===== src/rtl/imm_gen_stage.sv =====
// Decode-stage immediate generator: classifies the instruction's immediate format,
// builds the XLEN-wide immediate and hands it downstream over valid/ready with an optional skid entry.
module imm_gen_stage #(
  parameter int unsigned XLEN    = 32,
  parameter int unsigned TAG_W   = 8,
  parameter bit          SKID_EN = 1'b1
) (
  input  logic             clk,
  input  logic             reset_n,
  input  logic             flush,
  input  logic             in_valid,
  output logic             in_ready,
  input  logic [31:0]      in_instr,
  input  logic [TAG_W-1:0] in_tag,
  output logic             out_valid,
  input  logic             out_ready,
  output logic [XLEN-1:0]  out_imm,
  output logic [2:0]       out_fmt,
  output logic             out_illegal,
  output logic [TAG_W-1:0] out_tag
);

  localparam logic [2:0] FMT_NONE  = 3'd0;
  localparam logic [2:0] FMT_I     = 3'd1;
  localparam logic [2:0] FMT_S     = 3'd2;
  localparam logic [2:0] FMT_B     = 3'd3;
  localparam logic [2:0] FMT_U     = 3'd4;
  localparam logic [2:0] FMT_J     = 3'd5;
  localparam logic [2:0] FMT_Z     = 3'd6;
  localparam logic [2:0] FMT_SHAMT = 3'd7;

  localparam logic [6:0] OPC_LOAD     = 7'b0000011;
  localparam logic [6:0] OPC_FENCE    = 7'b0001111;
  localparam logic [6:0] OPC_OP_IMM   = 7'b0010011;
  localparam logic [6:0] OPC_AUIPC    = 7'b0010111;
  localparam logic [6:0] OPC_OP_IMM32 = 7'b0011011;
  localparam logic [6:0] OPC_STORE    = 7'b0100011;
  localparam logic [6:0] OPC_OP       = 7'b0110011;
  localparam logic [6:0] OPC_LUI      = 7'b0110111;
  localparam logic [6:0] OPC_OP32     = 7'b0111011;
  localparam logic [6:0] OPC_BRANCH   = 7'b1100011;
  localparam logic [6:0] OPC_JALR     = 7'b1100111;
  localparam logic [6:0] OPC_JAL      = 7'b1101111;
  localparam logic [6:0] OPC_SYSTEM   = 7'b1110011;

  logic [6:0]      opc;
  logic [2:0]      f3;
  logic            is_shift;
  logic [XLEN-1:0] imm_i, imm_s, imm_b, imm_u, imm_j;
  logic [XLEN-1:0] dec_imm;
  logic [2:0]      dec_fmt;
  logic            dec_ill;

  assign opc      = in_instr[6:0];
  assign f3       = in_instr[14:12];
  assign is_shift = (f3 == 3'b001) || (f3 == 3'b101);

  assign imm_i = XLEN'($signed(in_instr[31:20]));
  assign imm_s = XLEN'($signed({in_instr[31:25], in_instr[11:7]}));
  assign imm_b = XLEN'($signed({in_instr[31], in_instr[7], in_instr[30:25], in_instr[11:8], 1'b0}));
  assign imm_u = XLEN'($signed({in_instr[31:12], 12'b0}));
  assign imm_j = XLEN'($signed({in_instr[31], in_instr[19:12], in_instr[20], in_instr[30:21], 1'b0}));

  // Illegal encodings always report fmt NONE with a zero immediate.
  always_comb begin
    dec_imm = '0;
    dec_fmt = FMT_NONE;
    dec_ill = 1'b0;
    case (opc)
      OPC_OP_IMM: begin
        if (!is_shift) begin
          dec_fmt = FMT_I;
          dec_imm = imm_i;
        end else if (XLEN == 32 && in_instr[25]) begin
          dec_ill = 1'b1;
        end else begin
          dec_fmt = FMT_SHAMT;
          dec_imm = (XLEN == 32) ? XLEN'(in_instr[24:20]) : XLEN'(in_instr[25:20]);
        end
      end
      OPC_OP_IMM32: begin
        if (XLEN == 32) begin
          dec_ill = 1'b1;
        end else if (is_shift) begin
          dec_fmt = FMT_SHAMT;
          dec_imm = XLEN'(in_instr[24:20]);
        end else begin
          dec_fmt = FMT_I;
          dec_imm = imm_i;
        end
      end
      OPC_LOAD, OPC_JALR: begin
        dec_fmt = FMT_I;
        dec_imm = imm_i;
      end
      OPC_STORE: begin
        dec_fmt = FMT_S;
        dec_imm = imm_s;
      end
      OPC_BRANCH: begin
        dec_fmt = FMT_B;
        dec_imm = imm_b;
      end
      OPC_LUI, OPC_AUIPC: begin
        dec_fmt = FMT_U;
        dec_imm = imm_u;
      end
      OPC_JAL: begin
        dec_fmt = FMT_J;
        dec_imm = imm_j;
      end
      OPC_SYSTEM: begin
        if (f3 == 3'b100) begin
          dec_ill = 1'b1;
        end else if (f3[2]) begin
          dec_fmt = FMT_Z;
          dec_imm = XLEN'(in_instr[19:15]);
        end else if (f3 != 3'b000) begin
          dec_fmt = FMT_I;
          dec_imm = XLEN'(in_instr[31:20]);
        end
      end
      OPC_OP, OPC_FENCE: ;
      OPC_OP32: dec_ill = (XLEN == 32);
      default: dec_ill = 1'b1;
    endcase
  end

  logic             main_valid_q, main_valid_d;
  logic [XLEN-1:0]  main_imm_q,   main_imm_d;
  logic [2:0]       main_fmt_q,   main_fmt_d;
  logic             main_ill_q,   main_ill_d;
  logic [TAG_W-1:0] main_tag_q,   main_tag_d;
  logic             skid_valid_q, skid_valid_d;
  logic [XLEN-1:0]  skid_imm_q,   skid_imm_d;
  logic [2:0]       skid_fmt_q,   skid_fmt_d;
  logic             skid_ill_q,   skid_ill_d;
  logic [TAG_W-1:0] skid_tag_q,   skid_tag_d;
  logic             in_ready_q,   in_ready_d;
  logic             accept, xfer, main_free;

  assign in_ready  = SKID_EN ? in_ready_q : (!main_valid_q || out_ready);
  assign accept    = in_valid && in_ready;
  assign xfer      = main_valid_q && out_ready;
  assign main_free = !main_valid_q || out_ready;

  // Skid drains into main before main accepts new input; in_ready tracks skid occupancy.
  always_comb begin
    main_valid_d = main_valid_q;
    main_imm_d   = main_imm_q;
    main_fmt_d   = main_fmt_q;
    main_ill_d   = main_ill_q;
    main_tag_d   = main_tag_q;
    skid_valid_d = skid_valid_q;
    skid_imm_d   = skid_imm_q;
    skid_fmt_d   = skid_fmt_q;
    skid_ill_d   = skid_ill_q;
    skid_tag_d   = skid_tag_q;
    in_ready_d   = in_ready_q;
    if (flush) begin
      main_valid_d = 1'b0;
      skid_valid_d = 1'b0;
      in_ready_d   = 1'b1;
    end else begin
      if (xfer && skid_valid_q) begin
        main_valid_d = 1'b1;
        main_imm_d   = skid_imm_q;
        main_fmt_d   = skid_fmt_q;
        main_ill_d   = skid_ill_q;
        main_tag_d   = skid_tag_q;
        skid_valid_d = 1'b0;
      end else if (main_free) begin
        main_valid_d = accept;
        if (accept) begin
          main_imm_d = dec_imm;
          main_fmt_d = dec_fmt;
          main_ill_d = dec_ill;
          main_tag_d = in_tag;
        end
      end else if (accept && SKID_EN) begin
        skid_valid_d = 1'b1;
        skid_imm_d   = dec_imm;
        skid_fmt_d   = dec_fmt;
        skid_ill_d   = dec_ill;
        skid_tag_d   = in_tag;
      end
      in_ready_d = !skid_valid_d;
    end
  end

  always_ff @(posedge clk or negedge reset_n) begin
    if (!reset_n) begin
      main_valid_q <= 1'b0;
      main_imm_q   <= '0;
      main_fmt_q   <= FMT_NONE;
      main_ill_q   <= 1'b0;
      main_tag_q   <= '0;
      skid_valid_q <= 1'b0;
      skid_imm_q   <= '0;
      skid_fmt_q   <= FMT_NONE;
      skid_ill_q   <= 1'b0;
      skid_tag_q   <= '0;
      in_ready_q   <= 1'b1;
    end else begin
      main_valid_q <= main_valid_d;
      main_imm_q   <= main_imm_d;
      main_fmt_q   <= main_fmt_d;
      main_ill_q   <= main_ill_d;
      main_tag_q   <= main_tag_d;
      skid_valid_q <= skid_valid_d;
      skid_imm_q   <= skid_imm_d;
      skid_fmt_q   <= skid_fmt_d;
      skid_ill_q   <= skid_ill_d;
      skid_tag_q   <= skid_tag_d;
      in_ready_q   <= in_ready_d;
    end
  end

  assign out_valid   = main_valid_q;
  assign out_imm     = main_imm_q;
  assign out_fmt     = main_fmt_q;
  assign out_illegal = main_ill_q;
  assign out_tag     = main_tag_q;

endmodule

===== config.mk =====
export PLATFORM = sky130hd
export DESIGN_NAME = imm_gen_stage
export DESIGN_NICKNAME = d
export VERILOG_FILES = /design/src/rtl/imm_gen_stage.sv
export SDC_FILE = /design/constraint.sdc
export NUM_CORES = 1
export LEC_CHECK = 0
export BUFFER_PORTS_ARGS = -buffer_cell sky130_fd_sc_hd__buf_2
export CAP_MARGIN = 20
export CORE_ASPECT_RATIO = 1.4
export CORE_MARGIN = 5
export CORE_UTILIZATION = 59
export DETAILED_ROUTE_END_ITERATION = 6
export GPL_ROUTABILITY_DRIVEN = 1
export PLACE_DENSITY = 0.85
export SYNTH_ARGS = -nofsm -noshare
export SYNTH_HDL_FRONTEND = slang
export SYNTH_SLANG_ARGS = --single-unit

===== constraint.sdc =====
create_clock -name clk -period 2.47 [get_ports clk]
set_input_delay 0.247 -clock clk [delete_from_list [all_inputs] [get_ports clk]]
set_output_delay 0.247 -clock clk [all_outputs]
set_load 0.03 [all_outputs]

* Word level (Yosys, flattened, before mapping)
Index checks and enable logic that the tools add are counted.
Storage, ports and cells: flip-flop bits (word level) 91, bits of input ports 45, logic and storage cells 81
Cells by class: equality and inequality tests 14, multiplexer cells 37, bitwise operators 3, reductions and logical operators 16
Operators by type and width (count):
- $pmux 32 s7 | 1
- $mux 32 | 4
- $mux 12 | 3
- $eq 7x7->1 const B | 4
- $mux 8 | 3
- $eq 7x6->1 const B | 3
- $mux 3 | 7
- $pmux 3 s7 | 1
- $mux 1 | 16
- $eq 7x5->1 const B | 2
- $reduce_or 9->1 | 1
- $eq 7x2->1 const B | 1
- $eq 7x4->1 const B | 1
- $eq 3x3->1 const B | 2
- $reduce_bool 3->1 | 2
- $mux 5 | 1
- $reduce_and 4->1 | 1
- $reduce_bool 2->1 | 2
- $reduce_or 2->1 | 2
- $eq 3x1->1 const B | 1
- $logic_and 1x1->1 | 3
- $not 1->1 | 3
- $pmux 1 s3 | 1
- $reduce_and 3->1 | 1
- other kinds (2) | 4

* Logic depth before layout (Yosys ltp)
depth in word-level cells 8, gate-level depth with buffers 7, mapped depth without buffers 5

* Worst setup path before layout
Ideal clock, no wire load.
kind register -> register, start point register in_ready_q, in the netlist in_ready, end point register main_imm_q[12], in the netlist out_imm[12], library setup time 0.145 ns, arrival 1.713 ns, required time 2.325 ns, path slack 0.612 ns, stages on the path, launching flop included 6, clock period less this slack 1.858 ns, path through dfstp_2 -> nand2_1 -> a211oi_4 -> nand2_2 -> nor3_4 -> a211oi_2
On the way: word-level cells in the longest chain between the ends 3
Ends and longest elaborated chain:
- from (decl) | line 139 | logic in_ready_q, in_ready_d;
- from (signal assigned) | line 215 | in_ready_q <= in_ready_d;
- $logic_and 1x1->1 | line 143 | assign accept = in_valid && in_ready;
- $reduce_bool 2->1 (no source line)
- $reduce_and 3->1 (no source line)
- to (signal assigned) | line 206 | main_imm_q <= main_imm_d;
- to (decl) | line 130 | logic [XLEN-1:0] main_imm_q, main_imm_d;
No other way between the ends. A chain may end at the register's enable or synchronous reset.

* Final worst setup path
start point register in_ready_q, in the netlist in_ready, end point register main_fmt_q[2], in the netlist out_fmt[2]
On the way: word-level cells in the longest chain between the ends 3
Ends and longest elaborated chain:
- $logic_and 1x1->1 | line 143
- $reduce_bool 2->1 (no source line)
- $reduce_and 3->1 (no source line)
- to (signal assigned) | line 207 | main_fmt_q <= main_fmt_d;
- to (decl) | line 131 | logic [2:0] main_fmt_q, main_fmt_d;
No other way between the ends.

==> flow_metrics.py <==
metrics = {
    "outcome": {
        "status": "finished clean",
    },
    "timing": {
        "fmax_mhz": 502.2,
        "setup_ws_ns": 0.4789,
        "setup-tns-final_ns": 0,
        "hold_viol_final": 0,
        "skew_ns": 0.006763,
        "worst_slew_pin_slew_ns": 0.5905,
        "rsz0062_at_grt": "no",
        "max-slew-margin-rel_pct": 60.63,
        "setup_viol": 0,
        "post-route-period-util_pct": 80.61,
        "period_minus_slack_ns": 1.991,
        "report.final.slew_viol_count": 0,
        "worst_hold_slack_ns": 0.08344,
    },
    "cts": {
        "cts_tree": "done",
        "cts_setup_buffers": 0,
        "htree_levels": 3,
        "numClockSinks": 91,
        "insertion_delay_ns": 0.36,
        "clk_pin_slew_ns": 0.09,
        "cts_buffers": 9,
        "ctsRootBufferMaster": "clkbuf_8",
        "cts_buffer_depth": 2,
    },
    "route": {
        "first_iter_violations": 315,
        "num_vias": 4067,
        "firstDrtPassIters": 5,
        "postRouteAntennaNets": 0,
        "vias_per_cell": 6.116,
        "finalWirelength_mm": 12.00,
        "route.detailed.drc": 0,
        "routedWlPerCell_um": 18.04,
    },
    "place": {
        "dp_hpwl_mm": 8.457,
        "io_buffers": 90,
        "dpl_worst_slack_ns": 0.5054,
        "dpl_cell_area_um2": 5029,
        "gp_congestion": 0.9703,
    },
    "final_layout": {
        "area_growth_pct": 16.77,
        "num-nets-final": 608,
        "final_area_um2": 5279,
        "diodes": 0,
        "multi_input_area_um2": 2052,
        "fillers": 599,
        "final_util_pct": 71.27,
        "drive_gt1_share_pct": 26.06,
        "ff_latch_area_um2": 2278,
    },
    "floorplanning": {
        "dieArea_um2": 9538,
        "start_util_pct": 61.03,
        "io_pins": 91,
        "die_x_um": 83.98,
        "die_h_um": 113.6,
        "coreArea_um2": 7407,
        "std_cell_rows": 37,
    },
    "global_route": {
        "grt_max_degree": 59,
        "grt_pass1_wl_mm": 19.93,
        "antenna_found_initial": 0,
        "grt_pass1_vias": 4089,
        "grt_use_total_pct": 25.73,
        "overflow": 0,
    },
    "yosys": {
        "synth-adder-area-share_pct": 0,
        "yosys_register_bits": 91,
        "synth-xor-area-share_pct": 0,
        "synth_nets": 526,
        "synth_flop_cell": "dfrtp_1",
        "synthDistinctLibCells": 61,
        "synth_area_per_cell_um2": 9.398,
        "synth_edf_count": 0,
        "synth-async-reset-ratio_pct": 100.0,
        "muxShareOfSynthArea_pct": 1.827,
        "yosys.area_share.simple_pct": 22.28,
        "synth-compound-area-share_pct": 21.28,
        "synthCells": 481,
        "ys_warn_count": 0,
        "synth_seq_area_share_pct": 50.40,
        "syn_area_um2": 4521,
        "synth_top_family_by_area": "simple AND/OR/NAND/NOR gates",
    },
    "critical_path": {
        "cp.arrival_ns": 2.28,
        "path_class": "reg -> reg",
        "start_kind": "register",
        "crit_required_ns": 2.76,
        "cp_max_fo": 58,
        "end_kind": "register",
    },
    "pwr": {
        "combPwrFrac_pct": 22.3,
        "power_density_nw_per_um2": 753.7,
        "power.leakage_nw": 2.433,
        "net-switching-power_mw": 1.268,
        "internal-power_mw": 2.710,
        "switching_share_pct": 31.87,
        "p_seq_share_pct": 47.0,
        "irDropWorstVdd_uv": 552.0,
        "clkPwrFrac_pct": 30.7,
    },
    "flow_run": {
        "max_cap_viol_count": 0,
    },
    "min_path": {
        "hp-class": "in -> reg",
    },
}
==> layer usage <==
metal / global-route usage [%] / routed length (um)
met1: 31.77 / 4834
met2: 45.67 / 6285
met3: 4.624 / 718
met4: 8.369 / 160
met5: 0 / 0
==> per-stage QoR <==
stage          cells  power, mW
2_1_floorplan    481      2.463
6_report         665      3.978
5_1_grt          665      4.170
4_1_cts          665      3.992
3_3_place_gp     648      2.744
3_5_place_dp     648      2.783
==> path summary, 6_finish.rpt <==
| kind | endpoint | startpoint | cells after the start | slack, ns |
|---|---|---|---|---|
| max | out_fmt[2]$_DFFE_PN0P_ | in_ready$_DFF_PN1_ | 5 | 0.48 |
| max reg2reg | out_fmt[2]$_DFFE_PN0P_ | in_ready$_DFF_PN1_ | 5 | 0.48 |
| min reg2reg | skid_tag_q[7]$_DFFE_PN0P_ | skid_tag_q[7]$_DFFE_PN0P_ | 2 | 0.48 |
| min | skid_tag_q[1]$_DFFE_PN0P_ | in_tag[1] | 3 | 0.08 |
| min in group asynchronous | out_imm[21]$_DFFE_PN0P_ | reset_n | 2 | 0.42 |
| max in group asynchronous | skid_fmt_q[0]$_DFFE_PN0P_ | reset_n | 3 | 1.33 |
==> cells by family (layout without fill, tap and decap cells) <==
family	after synthesis	in the layout
DFF	91	91
AOI/OAI and AO/OA	137	137
buffers and inverters	39	126
and+or+nand+nor	206	206
muxes	8	8
==> registers in the layout, indices dropped and copies added (netlist names) <==
name          count
out_valid         1
skid_ill_q        1
in_ready          1
skid_tag_q        8
out_imm          32
skid_imm_q       32
out_fmt           3
skid_valid_q      1
skid_fmt_q        3
out_tag           8
out_illegal       1
==> critical path, cell delays in order (launching register included) <==
cell      delay (ns)
dfstp_2         0.54
nand2_1         0.14
a211oi_4        0.32
buf_4           0.51
o21ai_0         0.20
o21ai_0         0.19
==> cell usage in the layout, fill, tap and decap left out, types with 3 or more instances in the layout <==
| cell type | count |
|---|---|
| dfrtp_1 | 90 |
| buf_2 | 89 |
| nand3_1 | 3 |
| nor3_1 | 12 |
| buf_4 | 15 |
| clkbuf_8 | 9 |
| nor2_1 | 55 |
| a22o_1 | 9 |
| a31oi_1 | 32 |
| a221o_1 | 5 |
| nor3_2 | 3 |
| nor4_1 | 3 |
| a211oi_1 | 6 |
| a211oi_2 | 9 |
| inv_1 | 5 |
| or3_1 | 15 |
| bufinv_16 | 3 |
| o21ai_0 | 31 |
| nand2_1 | 87 |
| mux2i_1 | 6 |
| and3_1 | 5 |
| a21oi_1 | 25 |
==> final cells by class <==
class                      instances  share of cell area [%]
clock buffer                      11                   2.489
clock inverter                     5                   2.062
inverter                           5                  0.3555
multi-input combinational        351                   38.87
sequential                        91                   43.16
tap                               97                   2.299
timing repair buffer             105                   10.76
==> cells in the mapped netlist, drive strengths merged, types with 2 or more instances <==
| master | n | area, um^2 |
|---|---|---|
| a211oi | 16 | 177.7 |
| a21oi | 26 | 133.9 |
| a221o | 5 | 50.05 |
| a22o | 9 | 78.83 |
| a31oi | 32 | 200.2 |
| and2 | 3 | 23.78 |
| and3 | 5 | 31.28 |
| and3b | 2 | 17.52 |
| buf | 22 | 126.4 |
| clkbuf | 12 | 45.04 |
| dfrtp | 90 | 2252 |
| inv | 5 | 18.77 |
| mux2 | 2 | 22.52 |
| mux2i | 6 | 60.06 |
| nand2 | 88 | 332.8 |
| nand3 | 3 | 15.01 |
| nand4 | 2 | 12.51 |
| nor2 | 55 | 206.5 |
| nor2b | 3 | 21.27 |
| nor3 | 16 | 106.4 |
| nor4 | 4 | 40.04 |
| o211ai | 2 | 25.02 |
| o21ai | 33 | 165.2 |
| o31ai | 2 | 15.01 |
| or3 | 15 | 93.84 |
==> power groups by stage <==
stage | Sequential (mW) | Combinational [mW] | Clock (mW)
global placement | 1.88 | 0.864 | 0
CTS | 1.87 | 0.893 | 1.23
global route | 1.90 | 0.965 | 1.30
finish | 1.87 | 0.887 | 1.22
detailed placement | 1.89 | 0.889 | 0
floorplan | 2.11 | 0.357 | 0
==> timing repair <==
| item | in CTS | in global routing |
|---|---|---|
| gates resized for setup | 0 | 0 |
| hold buffers | 1 | 0 |
| hold endpoints to repair | 43 | 0 |
Note: power is estimated with default switching activity, not from simulation.
